<file path="config.mk">
export PLATFORM = sky130hd
export DESIGN_NAME = aer_in_arbiter_flat
export DESIGN_NICKNAME = d
export VERILOG_FILES = /design/src/rtl/aer_in_arbiter_pkg.sv /design/src/rtl/aer_in_arbiter_if.sv /design/src/rtl/aer_in_arbiter_ack_sync.sv /design/src/rtl/aer_in_arbiter.sv /design/src/flat_wrapper.sv
export SDC_FILE = /design/constraint.sdc
export NUM_CORES = 1
export LEC_CHECK = 0
export CELL_PAD_IN_SITES_DETAIL_PLACEMENT = 1
export CELL_PAD_IN_SITES_GLOBAL_PLACEMENT = 1
export CORE_MARGIN = 3
export CORE_UTILIZATION = 42
export CTS_CLUSTER_DIAMETER = 60
export DETAILED_ROUTE_END_ITERATION = 6
export GPL_ROUTABILITY_DRIVEN = 0
export GPL_TIMING_DRIVEN = 0
export PLACE_DENSITY_LB_ADDON = 0.1
export SLEW_MARGIN = 15
export SYNTH_ARGS = -nofsm -noshare
export SYNTH_HDL_FRONTEND = slang
export SYNTH_HIERARCHICAL = 1
export SYNTH_SLANG_ARGS = --single-unit
</file>
<file path="constraint.sdc">
create_clock -name CLK -period 2.2 [get_ports CLK]
set_input_delay 0.33 -clock CLK [delete_from_list [all_inputs] [get_ports CLK]]
set_output_delay 0.33 -clock CLK [all_outputs]
set_load 0.005 [all_outputs]
</file>
<file path="src/rtl/aer_in_arbiter_pkg.sv">
// Shared types for the AER input arbiter.
// State encoding and source indices.
package aer_in_arbiter_pkg;

  typedef enum logic [1:0] {
    IDLE   = 2'd0,
    REQ_HI = 2'd1,
    REQ_LO = 2'd2
  } aer_arb_state_t;

  localparam logic SRC_SORTER = 1'b0;
  localparam logic SRC_HOST   = 1'b1;

endpackage

</file>
<file path="src/rtl/aer_in_arbiter_if.sv">
// Event-source and core-side AER signals of the input arbiter.
// slave = arbiter view, master = sources/core view.
interface aer_in_arbiter_if #(
  parameter int ADDR_W = 10
);
  logic              REQ0;
  logic [ADDR_W-1:0] ADDR0;
  logic              BUSY0;
  logic              REQ1;
  logic [ADDR_W-1:0] ADDR1;
  logic              BUSY1;
  logic [ADDR_W-1:0] AEROUT_ADDR;
  logic              AEROUT_REQ;
  logic              AEROUT_ACK;

  modport slave (
    input  REQ0, ADDR0, REQ1, ADDR1,
    input  AEROUT_ACK,
    output BUSY0, BUSY1,
    output AEROUT_ADDR, AEROUT_REQ
  );

  modport master (
    output REQ0, ADDR0, REQ1, ADDR1,
    output AEROUT_ACK,
    input  BUSY0, BUSY1,
    input  AEROUT_ADDR, AEROUT_REQ
  );
endinterface

</file>
<file path="src/rtl/aer_in_arbiter_ack_sync.sv">
// Two-flop synchronizer for the asynchronous AER acknowledge.
// Reset clears both stages.
module aer_ack_sync (
  input  logic i_clk,
  input  logic i_rst_n,
  input  logic i_ack,
  output logic o_ack_s
);
  logic r_meta;
  logic r_sync;

  always_ff @(posedge i_clk or negedge i_rst_n) begin
    if (!i_rst_n) begin
      r_meta <= 1'b0;
      r_sync <= 1'b0;
    end else begin
      r_meta <= i_ack;
      r_sync <= r_meta;
    end
  end

  assign o_ack_s = r_sync;
endmodule

</file>
<file path="src/rtl/aer_in_arbiter.sv">
// Two-source AER input arbiter: one-entry holding registers,
// round-robin grant and a 4-phase REQ/ACK master with timeout.
module aer_in_arbiter
  import aer_in_arbiter_pkg::*;
#(
  parameter int ADDR_W         = 10,
  parameter int TIMEOUT_CYCLES = 1023,
  parameter int TO_W           = $clog2(TIMEOUT_CYCLES + 1)
) (
  input  logic              CLK,
  input  logic              RSTN,
  aer_in_arbiter_if.slave   bus,
  input  logic              FLUSH,
  input  logic              CLR_ERR,
  output logic              OVF_ERR,
  output logic              TIMEOUT_ERR
);

  aer_arb_state_t    r_state;
  logic [TO_W-1:0]   r_cnt;
  logic [1:0]        r_pend;
  logic [1:0]        r_infl;
  logic [1:0]        r_busy;
  logic              r_last;
  logic              r_grant;
  logic [ADDR_W-1:0] r_addr0;
  logic [ADDR_W-1:0] r_addr1;
  logic [ADDR_W-1:0] r_aout_addr;
  logic              r_aout_req;
  logic              r_ovf;
  logic              r_to;

  logic              w_ack_s;
  logic [1:0]        w_req;
  logic              w_to_hit;
  logic              w_to_ev;
  logic              w_done;
  logic [1:0]        w_done_v;
  logic [1:0]        w_fl_mask;
  logic [1:0]        w_free;
  logic [1:0]        w_set;
  logic [1:0]        w_ovf;
  logic [1:0]        w_cand;
  logic              w_start;
  logic              w_g;
  logic [1:0]        w_start_v;
  logic [1:0]        w_pend_nxt;
  logic [1:0]        w_infl_nxt;

  aer_ack_sync u_ack_sync (
    .i_clk   (CLK),
    .i_rst_n (RSTN),
    .i_ack   (bus.AEROUT_ACK),
    .o_ack_s (w_ack_s)
  );

  assign w_req    = {bus.REQ1, bus.REQ0};
  assign w_to_hit = (r_cnt == TO_W'(TIMEOUT_CYCLES - 1));

  always_comb begin
    w_to_ev   = 1'b0;
    w_done    = 1'b0;
    w_cand    = 2'b00;
    w_start   = 1'b0;
    w_g       = SRC_SORTER;
    w_start_v = 2'b00;
    w_done_v  = 2'b00;
    unique case (r_state)
      IDLE: begin
        // Flushed entries must not be granted on the flush edge
        w_cand  = r_pend & ~{2{FLUSH}};
        w_start = |w_cand;
        if (&w_cand)
          w_g = ~r_last;
        else
          w_g = w_cand[SRC_HOST] ? SRC_HOST : SRC_SORTER;
      end
      REQ_HI: w_to_ev = ~w_ack_s & w_to_hit;
      REQ_LO: begin
        w_to_ev = w_ack_s & w_to_hit;
        w_done  = ~w_ack_s | w_to_hit;
      end
      default: ;
    endcase
    if (w_start) w_start_v[w_g] = 1'b1;
    if (w_done) w_done_v[r_grant] = 1'b1;
  end

  // New strobes win over completion and flush on the same edge
  assign w_fl_mask  = FLUSH ? ~r_infl : 2'b00;
  assign w_free     = ~r_pend | w_done_v | w_fl_mask;
  assign w_set      = w_req & w_free;
  assign w_ovf      = w_req & ~w_free;
  assign w_pend_nxt = (r_pend & ~(w_done_v | w_fl_mask)) | w_set;
  assign w_infl_nxt = (r_infl & ~w_done_v) | w_start_v;

  always_ff @(posedge CLK or negedge RSTN) begin
    if (!RSTN) begin
      r_state     <= IDLE;
      r_cnt       <= '0;
      r_pend      <= 2'b00;
      r_infl      <= 2'b00;
      r_busy      <= 2'b00;
      r_last      <= SRC_HOST;
      r_grant     <= SRC_SORTER;
      r_addr0     <= '0;
      r_addr1     <= '0;
      r_aout_addr <= '0;
      r_aout_req  <= 1'b0;
      r_ovf       <= 1'b0;
      r_to        <= 1'b0;
    end else begin
      r_pend <= w_pend_nxt;
      r_infl <= w_infl_nxt;
      r_busy <= w_pend_nxt | w_infl_nxt;
      if (w_set[0]) r_addr0 <= bus.ADDR0;
      if (w_set[1]) r_addr1 <= bus.ADDR1;
      r_ovf <= (r_ovf & ~CLR_ERR) | (|w_ovf);
      r_to  <= (r_to & ~CLR_ERR) | w_to_ev;
      unique case (r_state)
        IDLE: begin
          r_cnt <= '0;
          if (w_start) begin
            r_state     <= REQ_HI;
            r_grant     <= w_g;
            r_last      <= w_g;
            r_aout_req  <= 1'b1;
            r_aout_addr <= w_g ? r_addr1 : r_addr0;
          end
        end
        REQ_HI: begin
          if (w_ack_s || w_to_hit) begin
            r_state    <= REQ_LO;
            r_aout_req <= 1'b0;
            r_cnt      <= '0;
          end else begin
            r_cnt <= r_cnt + TO_W'(1);
          end
        end
        REQ_LO: begin
          if (w_done) begin
            r_state <= IDLE;
            r_cnt   <= '0;
          end else begin
            r_cnt <= r_cnt + TO_W'(1);
          end
        end
        default: r_state <= IDLE;
      endcase
    end
  end

  assign bus.BUSY0       = r_busy[0];
  assign bus.BUSY1       = r_busy[1];
  assign bus.AEROUT_ADDR = r_aout_addr;
  assign bus.AEROUT_REQ  = r_aout_req;
  assign OVF_ERR         = r_ovf;
  assign TIMEOUT_ERR     = r_to;

endmodule

</file>
<file path="src/flat_wrapper.sv">
// flat-port wrapper written by rule: the top's interface ports become plain ports
module aer_in_arbiter_flat import aer_in_arbiter_pkg::*;
#(
  parameter int ADDR_W         = 10,
  parameter int TIMEOUT_CYCLES = 1023,
  parameter int TO_W           = $clog2(TIMEOUT_CYCLES + 1)
)
  (CLK, RSTN, FLUSH, CLR_ERR, OVF_ERR, TIMEOUT_ERR, bus_REQ0, bus_ADDR0, bus_REQ1, bus_ADDR1, bus_AEROUT_ACK, bus_BUSY0, bus_BUSY1, bus_AEROUT_ADDR, bus_AEROUT_REQ);
  aer_in_arbiter_if #(.ADDR_W(ADDR_W)) bus_i ();
  input  logic CLK;
  input  logic RSTN;
  input  logic FLUSH;
  input  logic CLR_ERR;
  output logic OVF_ERR;
  output logic TIMEOUT_ERR;
  input wire logic [$bits(bus_i.REQ0)-1:0] bus_REQ0;
  input wire logic [$bits(bus_i.ADDR0)-1:0] bus_ADDR0;
  input wire logic [$bits(bus_i.REQ1)-1:0] bus_REQ1;
  input wire logic [$bits(bus_i.ADDR1)-1:0] bus_ADDR1;
  input wire logic [$bits(bus_i.AEROUT_ACK)-1:0] bus_AEROUT_ACK;
  output wire logic [$bits(bus_i.BUSY0)-1:0] bus_BUSY0;
  output wire logic [$bits(bus_i.BUSY1)-1:0] bus_BUSY1;
  output wire logic [$bits(bus_i.AEROUT_ADDR)-1:0] bus_AEROUT_ADDR;
  output wire logic [$bits(bus_i.AEROUT_REQ)-1:0] bus_AEROUT_REQ;
  assign bus_i.REQ0 = bus_REQ0;
  assign bus_i.ADDR0 = bus_ADDR0;
  assign bus_i.REQ1 = bus_REQ1;
  assign bus_i.ADDR1 = bus_ADDR1;
  assign bus_i.AEROUT_ACK = bus_AEROUT_ACK;
  assign bus_BUSY0 = bus_i.BUSY0;
  assign bus_BUSY1 = bus_i.BUSY1;
  assign bus_AEROUT_ADDR = bus_i.AEROUT_ADDR;
  assign bus_AEROUT_REQ = bus_i.AEROUT_REQ;
  aer_in_arbiter #(.ADDR_W(ADDR_W), .TIMEOUT_CYCLES(TIMEOUT_CYCLES), .TO_W(TO_W)) u_core (.CLK(CLK), .RSTN(RSTN), .bus(bus_i), .FLUSH(FLUSH), .CLR_ERR(CLR_ERR), .OVF_ERR(OVF_ERR), .TIMEOUT_ERR(TIMEOUT_ERR));
endmodule
</file>
==> results by group, run 1 <==
Run status
  • Status: finished clean

STA
  • RSZ-0062 raised after global routing: no
  • Period minus WS final: 2.061 ns
  • Fmax: 0.4851 GHz
  • Final setup margin: 0.1387 ns
  • Final Skew: 0.007326 ns
  • Fin crit share: 0.9370
  • Worst-Margin Slew: 0.6875 ns
  • Relative slew slack: 0.5417
  • Final hold slack: 0.05033 ns
  • Max-slew violations: 0
  • # setup viols final: 0
  • Final hold viol count: 0

Floorplan
  • IO Pins: 42
  • Die Width: 83.88 µm
  • Die Span Y: 83.88 µm
  • Core region area: 5675 µm²
  • Die area: 7036 µm²
  • Row count: 27
  • Starting Density: 0.4489

Hold path
  • Hold WC Path Type: in -> async

Final layout
  • Fin util: 0.5675
  • Filler cells: 613
  • Commonest non-fill, non-tap cell in the layout: dfrtp_1
  • Most frequent cells in the layout: dfrtp_1, clkdlybuf4s50_1, nand2_1, mux2_2, o21ai_0
  • Net count, final: 307
  • Layout cells sized above 1: 0.1752
  • Area Growth Syn to Fin: 26.42%
  • Diodes inserted: 0

Synth
  • Multiplexer area fraction after synthesis: 0.1410
  • Warnings, synthesis: 6
  • Post-synthesis compound-gate area fraction: 0.1135
  • FFs w/ async S/R, synth: 1.000
  • Syn_nets: 257
  • Syn avg cell area: 11.42 µm²
  • Post-synth EDFFs: 0
  • Synth cell types: 46
  • Synth top area cells: dfrtp_1, mux2_2, mux2i_1
  • Register bit total from synthesis: 55
  • Mapped cell area: 2547 µm²
  • Post-Synth Adder-Cell Area: 0.03438
  • Synth Area in XOR/XNOR: 0.003438
  • Largest family of logic cells by synthesized area: multiplexers
  • Top FF cell, synth: dfrtp_1
  • Synth Instances: 223
  • Sequential-to-total area share from yosys stat: 0.5408
  • Post-synth top area cell: dfrtp_1
  • Simple-gate share of the synthesized area: 0.1395
  • Yosys top cell area share: 0.5305

Drt
  • Avg Vias per Cell: 5.584
  • DRT iter0 DRCs: 65
  • Via Count: 1932
  • Metal2 WL: 3.024 mm
  • Post-route ant nets: 0
  • Drt pass-1 iters: 4
  • Sum of routed wire length over all layers: 6.214 mm
  • Met1 wire length: 2.838 mm
  • DR top layer: met4
  • Met3 WL: 230 µm
  • DRC viols: 0
  • Routed wire per std cell: 17.96 µm

Placed design
  • IO buf count: 41
  • Place WS: -0.06376 ns
  • HPWL after DPL: 4.259 mm

Critical path
  • CP Cell Sequence: inv_1, ha_1, nand2b_1, o221ai_1, o21ai_4, buf_12, mux2_2
  • Crit end category: register
  • CP top delay family: compound AO/OA/AOI/OAI gates
  • Setup crit start kind: register
  • Worst Reg2Reg Path Length in Cells: 7
  • Worst Setup Path Type: reg -> reg
  • CP max stage delay: 0.42 ns
  • WP depth: 7
  • Worst EP required: 2.41 ns
  • Crit path max-delay cell type: dfrtp_1
  • Critical path peak fanout: 10
  • Crit path arrival time: 2.27 ns
  • CP bufs+invs: 2

CTS
  • Clock root buffer: clkbuf_8
  • H-tree depth: 2
  • Worst-skew pair later-pin latency: 0.32 ns
  • Clock Tree Buf Depth: 2
  • Num CTS Buffers: 5
  • # hold bufs at CTS: 0
  • CTS Sinks: 55
  • Clock-pin slew on the worst setup and hold paths: 0.10 ns
  • TritonCTS clock tree: yes

Global routing
  • GRT overflow: 0
  • Tot GR Track Use: 0.1875
  • Maximum number of pins on one net before global-route repair: 56
  • Vias in the first global route: 2038
  • Initial antenna violation count: 0
  • Global-route wire length before repair: 10.50 mm

Power and ir drop
  • Pwr per Cell Area: 1132 nW/µm²
  • Lkg Pwr: 1.353 nW
  • VDD IR max: 557.4 µV

Job
  • Max-cap violations: 0
==> what timing repair did <==
item | 4_1_cts | 5_1_grt
endpoints found under the setup margin | 20 | 29
setup buffers | 0 | 2
pin swaps | 0 | 2
gates resized for setup | 3 | 5
==> Yosys cell counts, types with 2 or more instances <==
library cell and count:
nand2b_1 2, and4_1 2, mux2_2 23, mux2i_1 10
nand3_1 11, o311ai_0 2, a31oi_1 2, o21ai_2 2
ha_1 7, o221ai_1 2, nor2_1 6, or2_2 2
or3_1 2, nand4_1 2, nor2b_1 3, clkbuf_1 4
o22ai_1 3, o21ai_0 19, and3_1 2, inv_1 10
a21oi_1 7, nand2_1 23, dfrtp_1 54
==> sequential cells by signal, indices dropped and copies added (netlist names), 2 cells and up <==
signal	cells
u_core/r_addr0	10
u_core/r_cnt	10
u_core/r_addr1	10
u_core/r_infl	2
u_core/r_pend	2
u_core/bus.AEROUT_ADDR	10
u_core/r_state	2
u_core/r_busy	2
==> layout make-up <==
class	instances	area [µm²]	share of cell area
timing repair buffer	43	447.9	0.1391
tap	72	90.09	0.02797
buffer	7	38.79	0.01204
sequential	55	1378	0.4277
clock inverter	2	17.52	0.005439
inverter	10	37.54	0.01166
multi-input combinational	151	1139	0.3535
clock buffer	6	72.57	0.02253
==> metal layers <==
metal,GRT usage,vias to the layer above
li1,-,907
met1,0.2448,977
met2,0.3145,38
met3,0.03949,10
met4,0.05263,0
met5,0,-
==> cell families (layout without fill, tap and decap cells) <==
group | count (synthesis) | after routing
AOI/OAI and AO/OA | 46 | 46
xor gates and xnor gates | 1 | 1
adders and majority gates | 7 | 7
buffers and inverters | 17 | 68
DFF | 55 | 55
muxes | 33 | 33
and+or+nand+nor | 64 | 64
==> per-stage QoR <==
step / instance area (µm²) / total power [mW] / setup TNS [ns] / cells
final: 3221 / 3.647 / 0 / 346
after global routing: 3221 / 3.930 / 0 / 346
after CTS: 3157 / 3.625 / 0 / 344
after detailed placement: 3045 / 3.018 / -0.7602 / 336
after global placement: 3048 / 2.926 / -50.93 / 336
after floorplan: 2547 / 2.434 / 0 / 223
==> where the power goes <==
part           internal [mW]  switching (mW)  leakage, nW
registers               1.39           0.232        0.665
clock network          0.230           0.348       0.0454
logic                  0.773           0.677        0.643
==> path summary, 6_finish.rpt <==
kind / endpoint / slack [ns] / from
setup / recovery: u_core/r_addr0[5] / 0.14 / u_core/r_state[0]
hold / removal: u_core/r_state[0] / 0.05 / RSTN
setup reg to reg: u_core/r_addr0[5] / 0.14 / u_core/r_state[0]
hold reg to reg: u_core/u_ack_sync/o_ack_s / 0.36 / u_core/u_ack_sync/r_meta
max in group asynchronous: u_core/bus.AEROUT_ADDR[1] / 1.70 / RSTN
min in group CLK: u_core/u_ack_sync/o_ack_s / 0.36 / u_core/u_ack_sync/r_meta
No activity file was read; power rests on OpenSTA's default activity.
==> run 2: changes to the inputs <==
CORE_MARGIN = 5   (was 3)
==> results by group, run 2 (synthesized netlist as in run 1, its figures left out) <==
Run status
  • Status: finished clean

Final layout
  • Net count, final: 307 (unchanged)
  • Commonest non-fill, non-tap cell in the layout: dfrtp_1
  • Layout cells sized above 1: 0.1788 (+0.003650)
  • Final non-filler cell area: 3213 µm² (-0.23%)
  • Diodes inserted: 0 (unchanged)
  • Area Growth Syn to Fin: 26.13%
  • Most frequent cells in the layout: dfrtp_1, clkdlybuf4s50_1, nand2_1, mux2_2, o21ai_0

Drt
  • Post-route ant nets: 0 (unchanged)
  • Sum of routed wire length over all layers: 5.952 mm (-4.2%)
  • DRC viols: 0 (unchanged)
  • DRT iter0 DRCs: 98 (+51%)
  • Routed wire per std cell: 17.05 µm (-5.0%)
  • Avg Vias per Cell: 5.347 (-4.2%)
  • Drt pass-1 iters: 4 (unchanged)
  • Via Count: 1866 (-3.4%)

Power and ir drop
  • Sw Share: 0.3410 (-0.003906)
  • P_int: 2.382 mW (-0.28%)
  • Sequential Power Share: 0.446 (+0.002)
  • Lkg Pwr: 1.340 nW (-0.99%)
  • P_sw: 1.232 mW (-2.0%)
  • Clock power share: 0.161 (+0.002)
  • Overall power: 3.615 mW (-0.88%)
  • VDD IR max: 497.6 µV (-11%)
  • Pwr per Cell Area: 1125 nW/µm² (-0.64%)
  • Comb power frac: 0.393 (-0.005)

STA
  • RSZ-0062 raised after global routing: no
  • Fin crit share: 0.9293 (-0.007692)
  • Worst-Margin Slew: 0.7155 ns (+0.02801 ns)
  • # setup viols final: 0 (unchanged)
  • Final Skew: 0.008790 ns (+0.001464 ns)
  • Max-slew violations: 0 (unchanged)
  • Fmax: 0.4891 GHz (+0.83%)
  • Final setup margin: 0.1556 ns (+0.01692 ns)
  • Final hold viol count: 0 (unchanged)
  • Relative slew slack: 0.5230 (-0.01867)
  • Final setup TNS: 0 ns (unchanged)
  • Period minus WS final: 2.044 ns (-0.01692 ns)

Global routing
  • Vias in the first global route: 1961 (-3.8%)
  • Tot GR Track Use: 0.1633 (-0.02417)
  • GRT overflow: 0 (unchanged)
  • Global-route wire length before repair: 9.936 mm (-5.4%)
  • Initial antenna violation count: 0 (unchanged)
  • Maximum number of pins on one net before global-route repair: 56 (unchanged)

Critical path
  • Worst r2r src: u_core/r_state[0]
  • Flop-to-flop setup slack: 0.16 ns (+0.02 ns)
  • Crit end category: register
  • Worst EP required: 2.40 ns (about the same)
  • Worst Reg2Reg Path Length in Cells: 7 (unchanged)
  • Crit path arrival time: 2.24 ns (-0.03 ns)
  • Setup crit start kind: register
  • Worst Setup Path Type: reg -> reg
  • Worst R2R End: u_core/r_addr0[7]
  • Crit. Startpoint: u_core/r_state[0]
  • Critical path peak fanout: 10 (unchanged)

Floorplan
  • Row count: 28 (+3.7%)
  • Die Span Y: 87.88 µm (+4.8%)
  • Starting Density: 0.4303 (-0.01859)
  • Die Width: 87.88 µm (+4.8%)
  • IO Pins: 42 (unchanged)
  • Core region area: 5921 µm² (+4.3%)
  • Die area: 7723 µm² (+9.8%)

CTS
  • H-tree depth: 2 (unchanged)
  • Clock-pin slew on the worst setup and hold paths: 0.10 ns (about the same)
  • Worst-skew pair later-pin latency: 0.31 ns (about the same)
  • Clock Tree Buf Depth: 2 (unchanged)
  • TritonCTS clock tree: yes
  • CTS Sinks: 55 (unchanged)
  • Num CTS Buffers: 5 (unchanged)
  • Clock root buffer: clkbuf_8

Placed design
  • Placed inst area: 3049 µm² (+0.12%)
  • HPWL after DPL: 4.230 mm (-0.70%)
  • Place WS: -0.07329 ns (-0.009537 ns)
  • IO buf count: 41 (unchanged)

Hold path
  • Hold WC Path Type: in -> async

Job
  • Max-cap violations: 0 (unchanged)
==> run 2: cell count changes in the layout (fill, tap and decap cells not counted) <==
cell / before / now
nor4_4: 2 / 1
buf_4: 2 / 3
buf_6: 1 / 0
nor4_2: 0 / 1
clkbuf_1: 5 / 4
clkinv_4: 2 / 1
clkinv_2: 0 / 1
inv_6: 0 / 1
==> run 2: critical path: stages (launching register included) <==
cell and delay, ns:
dfrtp_1 0.41, inv_1 0.10, ha_1 0.27, nand2b_1 0.21, o221ai_1 0.24, o21ai_4 0.20
buf_12 0.16, mux2_2 0.34
==> run 2: power groups by stage <==
stage / Sequential (mW) / Clock, mW / Combinational (mW)
CTS: 1.62 / 0.607 / 1.39
global placement: 1.62 / 0 / 1.32
global route: 1.67 / 0.636 / 1.57
detailed placement: 1.64 / 0 / 1.37
finish: 1.61 / 0.582 / 1.42
floorplan: 1.58 / 0 / 0.857
==> run 2: layout make-up <==
cell class,count,area (µm²)
clock buffers,5,68.82
multi-input cells,151,1130
plain buffers,7,35.03
well taps,75,93.84
flip-flops and latches,55,1378
clock inverters,3,22.52
repair buffers,43,447.9
fillers,638,2708
inverters,10,37.54
==> run 2: what timing repair did <==
item | in CTS | in global routing
endpoints found under the setup margin | 20 | 29
buffers inserted | 0 | 2
pin swaps | 0 | 2
hold buffers | 0 | 0
cloned | 0 | 0
gates resized for setup | 3 | 3
==> run 2: worst max path at each step <==
stage | endpoint | slack (ns) | cells past startpoint
after global placement | u_core/r_addr1[2] | -0.97 | 1
after CTS | u_core/r_addr0[7] | 0.02 | 6
after floorplan | u_core/r_addr0[0] | 0.37 | 6
after global routing | u_core/r_busy[1] | 0.01 | 6
after detailed placement | u_core/r_addr0[9] | -0.07 | 6
final | u_core/r_addr0[7] | 0.16 | 7
==> run 2: stage by stage <==
stage          std cells  hold slack (ns)  utilization
3_3_place_gp         339           0.3314       0.5154
4_1_cts              347          0.07980       0.5340
5_1_grt              349           0.1225       0.5427
6_report             349          0.05750       0.5427
2_1_floorplan        223          0.03441            -
3_5_place_dp         339           0.3503       0.5150
==> run 2: routing by layer <==
layer  share of wire  GRT usage
met4          0.0029    0.02929
met1            0.48     0.2315
met2            0.48     0.2610
met3           0.039    0.03481
met5               0          0
==> run 3: changes to the inputs <==
ABC_AREA = 1   (was default)
CORE_UTILIZATION = 40   (was 42)
==> results by group, run 3 <==
STA
  • Worst-Margin Slew: 0.7111 ns (-0.004384 ns)
  • Final hold viol count: 0 (unchanged)
  • # setup viols final: 0 (unchanged)
  • Final Skew: 0.005838 ns (-0.002952 ns)
  • Fin crit share: 0.8217 (-0.1076)
  • Max-slew violations: 0 (unchanged)
  • Fmax: 0.5532 GHz (+13%)
  • Relative slew slack: 0.5259 (+0.002923)
  • Period minus WS final: 1.808 ns (-0.2367 ns)
  • RSZ-0062 raised after global routing: no
  • Final setup margin: 0.3924 ns (+0.2367 ns)
  • Final hold slack: 0.05293 ns (-0.004566 ns)
  • Final setup TNS: 0 ns (unchanged)

Critical path
  • Crit path arrival time: 2.01 ns (-0.23 ns)
  • Crit end category: register
  • Setup crit start kind: register
  • Critical path peak fanout: 10 (unchanged)
  • Worst r2r src: u_core/r_state[1]
  • Crit. Startpoint: u_core/r_state[1]
  • Worst Setup Path Type: reg -> reg
  • Worst EP required: 2.41 ns (about the same)

Global routing
  • Global-route wire length before repair: 11.07 mm (+11%)
  • Vias in the first global route: 2197 (+12%)
  • Initial antenna violation count: 0 (unchanged)
  • GRT overflow: 0 (unchanged)
  • Tot GR Track Use: 0.1653 (+0.002032)
  • Maximum number of pins on one net before global-route repair: 56 (unchanged)

Synth
  • Top FF cell, synth: dfrtp_1
  • FFs w/ async S/R, synth: 1.000 (unchanged)
  • Post-synth EDFFs: 0 (unchanged)
  • Post-synth top cells: nand2_1, dfrtp_1, o21ai_0
  • Yosys top cell area share: 0.5230 (-0.007449)
  • Mapped cell area: 2584 µm² (+1.4%)
  • Syn_nets: 323 (+26%)
  • Synth top area cells: dfrtp_1, nand2_1, o21ai_0
  • Syn avg cell area: 8.940 µm² (-22%)
  • Synth cell types: 28 (-39%)
  • Count leader, synth: nand2_1
  • Post-synth top area cell: dfrtp_1
  • Warnings, synthesis: 6 (unchanged)
  • Synth Instances: 289 (+30%)
  • Register bit total from synthesis: 55 (unchanged)
  • Sequential-to-total area share from yosys stat: 0.5332 (-0.007594)

Final layout
  • Most frequent cells in the layout: nand2_1, dfrtp_1, clkdlybuf4s50_1
  • Fin util: 0.5101 (-0.03258)
  • Diodes inserted: 0 (unchanged)
  • Final non-filler cell area: 3221 µm² (+0.23%)
  • Area Growth Syn to Fin: 24.65%
  • Layout cells sized above 1: 0.09467 (-0.08416)
  • Net count, final: 371 (+21%)
  • Commonest non-fill, non-tap cell in the layout: nand2_1
  • Filler cells: 765 (+20%)
  • Post-route insts no fill: 415 (+19%)

CTS
  • Clock Tree Buf Depth: 2 (unchanged)
  • Worst-skew pair later-pin latency: 0.31 ns (about the same)
  • PostCTS Resize Cnt: 0 (-3)
  • Clock root buffer: clkbuf_8
  • H-tree depth: 2 (unchanged)
  • TritonCTS clock tree: yes
  • Num CTS Buffers: 5 (unchanged)
  • # hold bufs at CTS: 0 (unchanged)
  • CTS Sinks: 55 (unchanged)
  • Clock-pin slew on the worst setup and hold paths: 0.10 ns (about the same)
  • Post-CTS Setup Bufs: 0 (unchanged)

Placed design
  • Placed inst area: 3088 µm² (+1.3%)
  • Place WS: 0.2768 ns (+0.3501 ns)
  • HPWL after DPL: 4.619 mm (+9.2%)
  • IO buf count: 41 (unchanged)
  • # placed instances: 407 (+20%)

Drt
  • Post-route ant nets: 0 (unchanged)
  • Routed wire per std cell: 15.32 µm (-10%)
  • DRT iter0 DRCs: 60 (-39%)
  • DRC viols: 0 (unchanged)
  • Sum of routed wire length over all layers: 6.357 mm (+6.8%)
  • Drt pass-1 iters: 4 (unchanged)
  • Via Count: 2100 (+13%)
  • Avg Vias per Cell: 5.060 (-5.4%)

Power and ir drop
  • P_sw: 1.327 mW (+7.6%)
  • Sequential Power Share: 0.420 (-0.026)
  • Lkg Pwr: 1.509 nW (+13%)
  • Clock power share: 0.212 (+0.051)
  • Sw Share: 0.3558 (+0.01487)
  • Overall power: 3.728 mW (+3.2%)
  • Comb power frac: 0.368 (-0.025)
  • P_int: 2.402 mW (+0.82%)
  • Pwr per Cell Area: 1158 nW/µm² (+2.9%)
  • VDD IR max: 459.3 µV (-7.7%)

Floorplan
  • Core region area: 6314 µm² (+6.6%)
  • Starting Density: 0.4092 (-0.02103)
  • Die Width: 90.37 µm (+2.8%)
  • Row count: 29 (+3.6%)
  • Die area: 8167 µm² (+5.7%)
  • Die Span Y: 90.37 µm (+2.8%)
  • IO Pins: 42 (unchanged)

Job
  • Max-cap violations: 0 (unchanged)

Run status
  • Status: finished clean

Hold path
  • Hold WC Path Type: in -> async
[run 3: changes by cell type in the layout (fill, tap and decap cells not counted), sizes merged, moves of 3 or more]
cell,change
inv,+13
nand3,+20
o21ai,+17
nand2,+62
and4,-3
a21oi,-4
nor2,+12
mux2,-23
mux2i,-10
nor2b,-3
xor2,+6
[run 3: worst paths after layout]
kind                                                  end  slack, ns  cells past startpoint
worst min register to register  u_core/u_ack_sync/o_ack_s       0.36                      0
worst max-delay path            u_core/bus.AEROUT_ADDR[8]       0.39                      8
worst min-delay path                      u_core/r_cnt[9]       0.05                      1
worst max register to register  u_core/bus.AEROUT_ADDR[8]       0.39                      8
max in group asynchronous               u_core/r_addr1[6]       1.67                      1
min in group CLK                u_core/u_ack_sync/o_ack_s       0.36                      0
[run 3: final cells by class]
type	count	area [µm²]	area share
multi-input cells	201	1036	0.3217
flip-flops and latches	55	1378	0.4277
clock buffers	6	72.57	0.02253
clock inverters	2	60.06	0.01865
well taps	77	96.34	0.02991
repair buffers	41	407.9	0.1267
inverters	24	90.09	0.02797
plain buffers	9	80.08	0.02486
[run 3: cell families after synthesis]
group | Yosys count | share of synthesized area
xor gates and xnor gates | 6 | 0.02034
DFF | 55 | 0.5332
buffers and inverters | 33 | 0.06586
adders and majority gates | 7 | 0.03390
and+or+nand+nor | 138 | 0.2412
AOI/OAI and AO/OA | 50 | 0.1056
[run 3: per-layer routing]
layer  up-vias  track usage  part of all wire
met5         -            0                 0
met2        38       0.2616              0.45
met1      1018       0.2300              0.49
met3         8      0.03833             0.046
met4         0      0.03846             0.014
li1       1036            -                 -
[run 3: critical path, cell delays in order, from the launching register on]
cell and delay, ns:
dfrtp_1 0.43, inv_1 0.12, ha_1 0.21, nand3_1 0.10, a21oi_1 0.20, inv_1 0.13
buf_2 0.22, nor2_1 0.20, o21ai_1 0.10
[run 3: power groups by stage]
| stage | registers [mW] | clock network, mW | logic [mW] |
|---|---|---|---|
| finish | 1.57 | 0.790 | 1.37 |
| global route | 1.61 | 0.850 | 1.57 |
| CTS | 1.57 | 0.813 | 1.40 |
| floorplan | 1.53 | 0 | 0.860 |
| global placement | 1.58 | 0 | 1.34 |
| detailed placement | 1.59 | 0 | 1.39 |
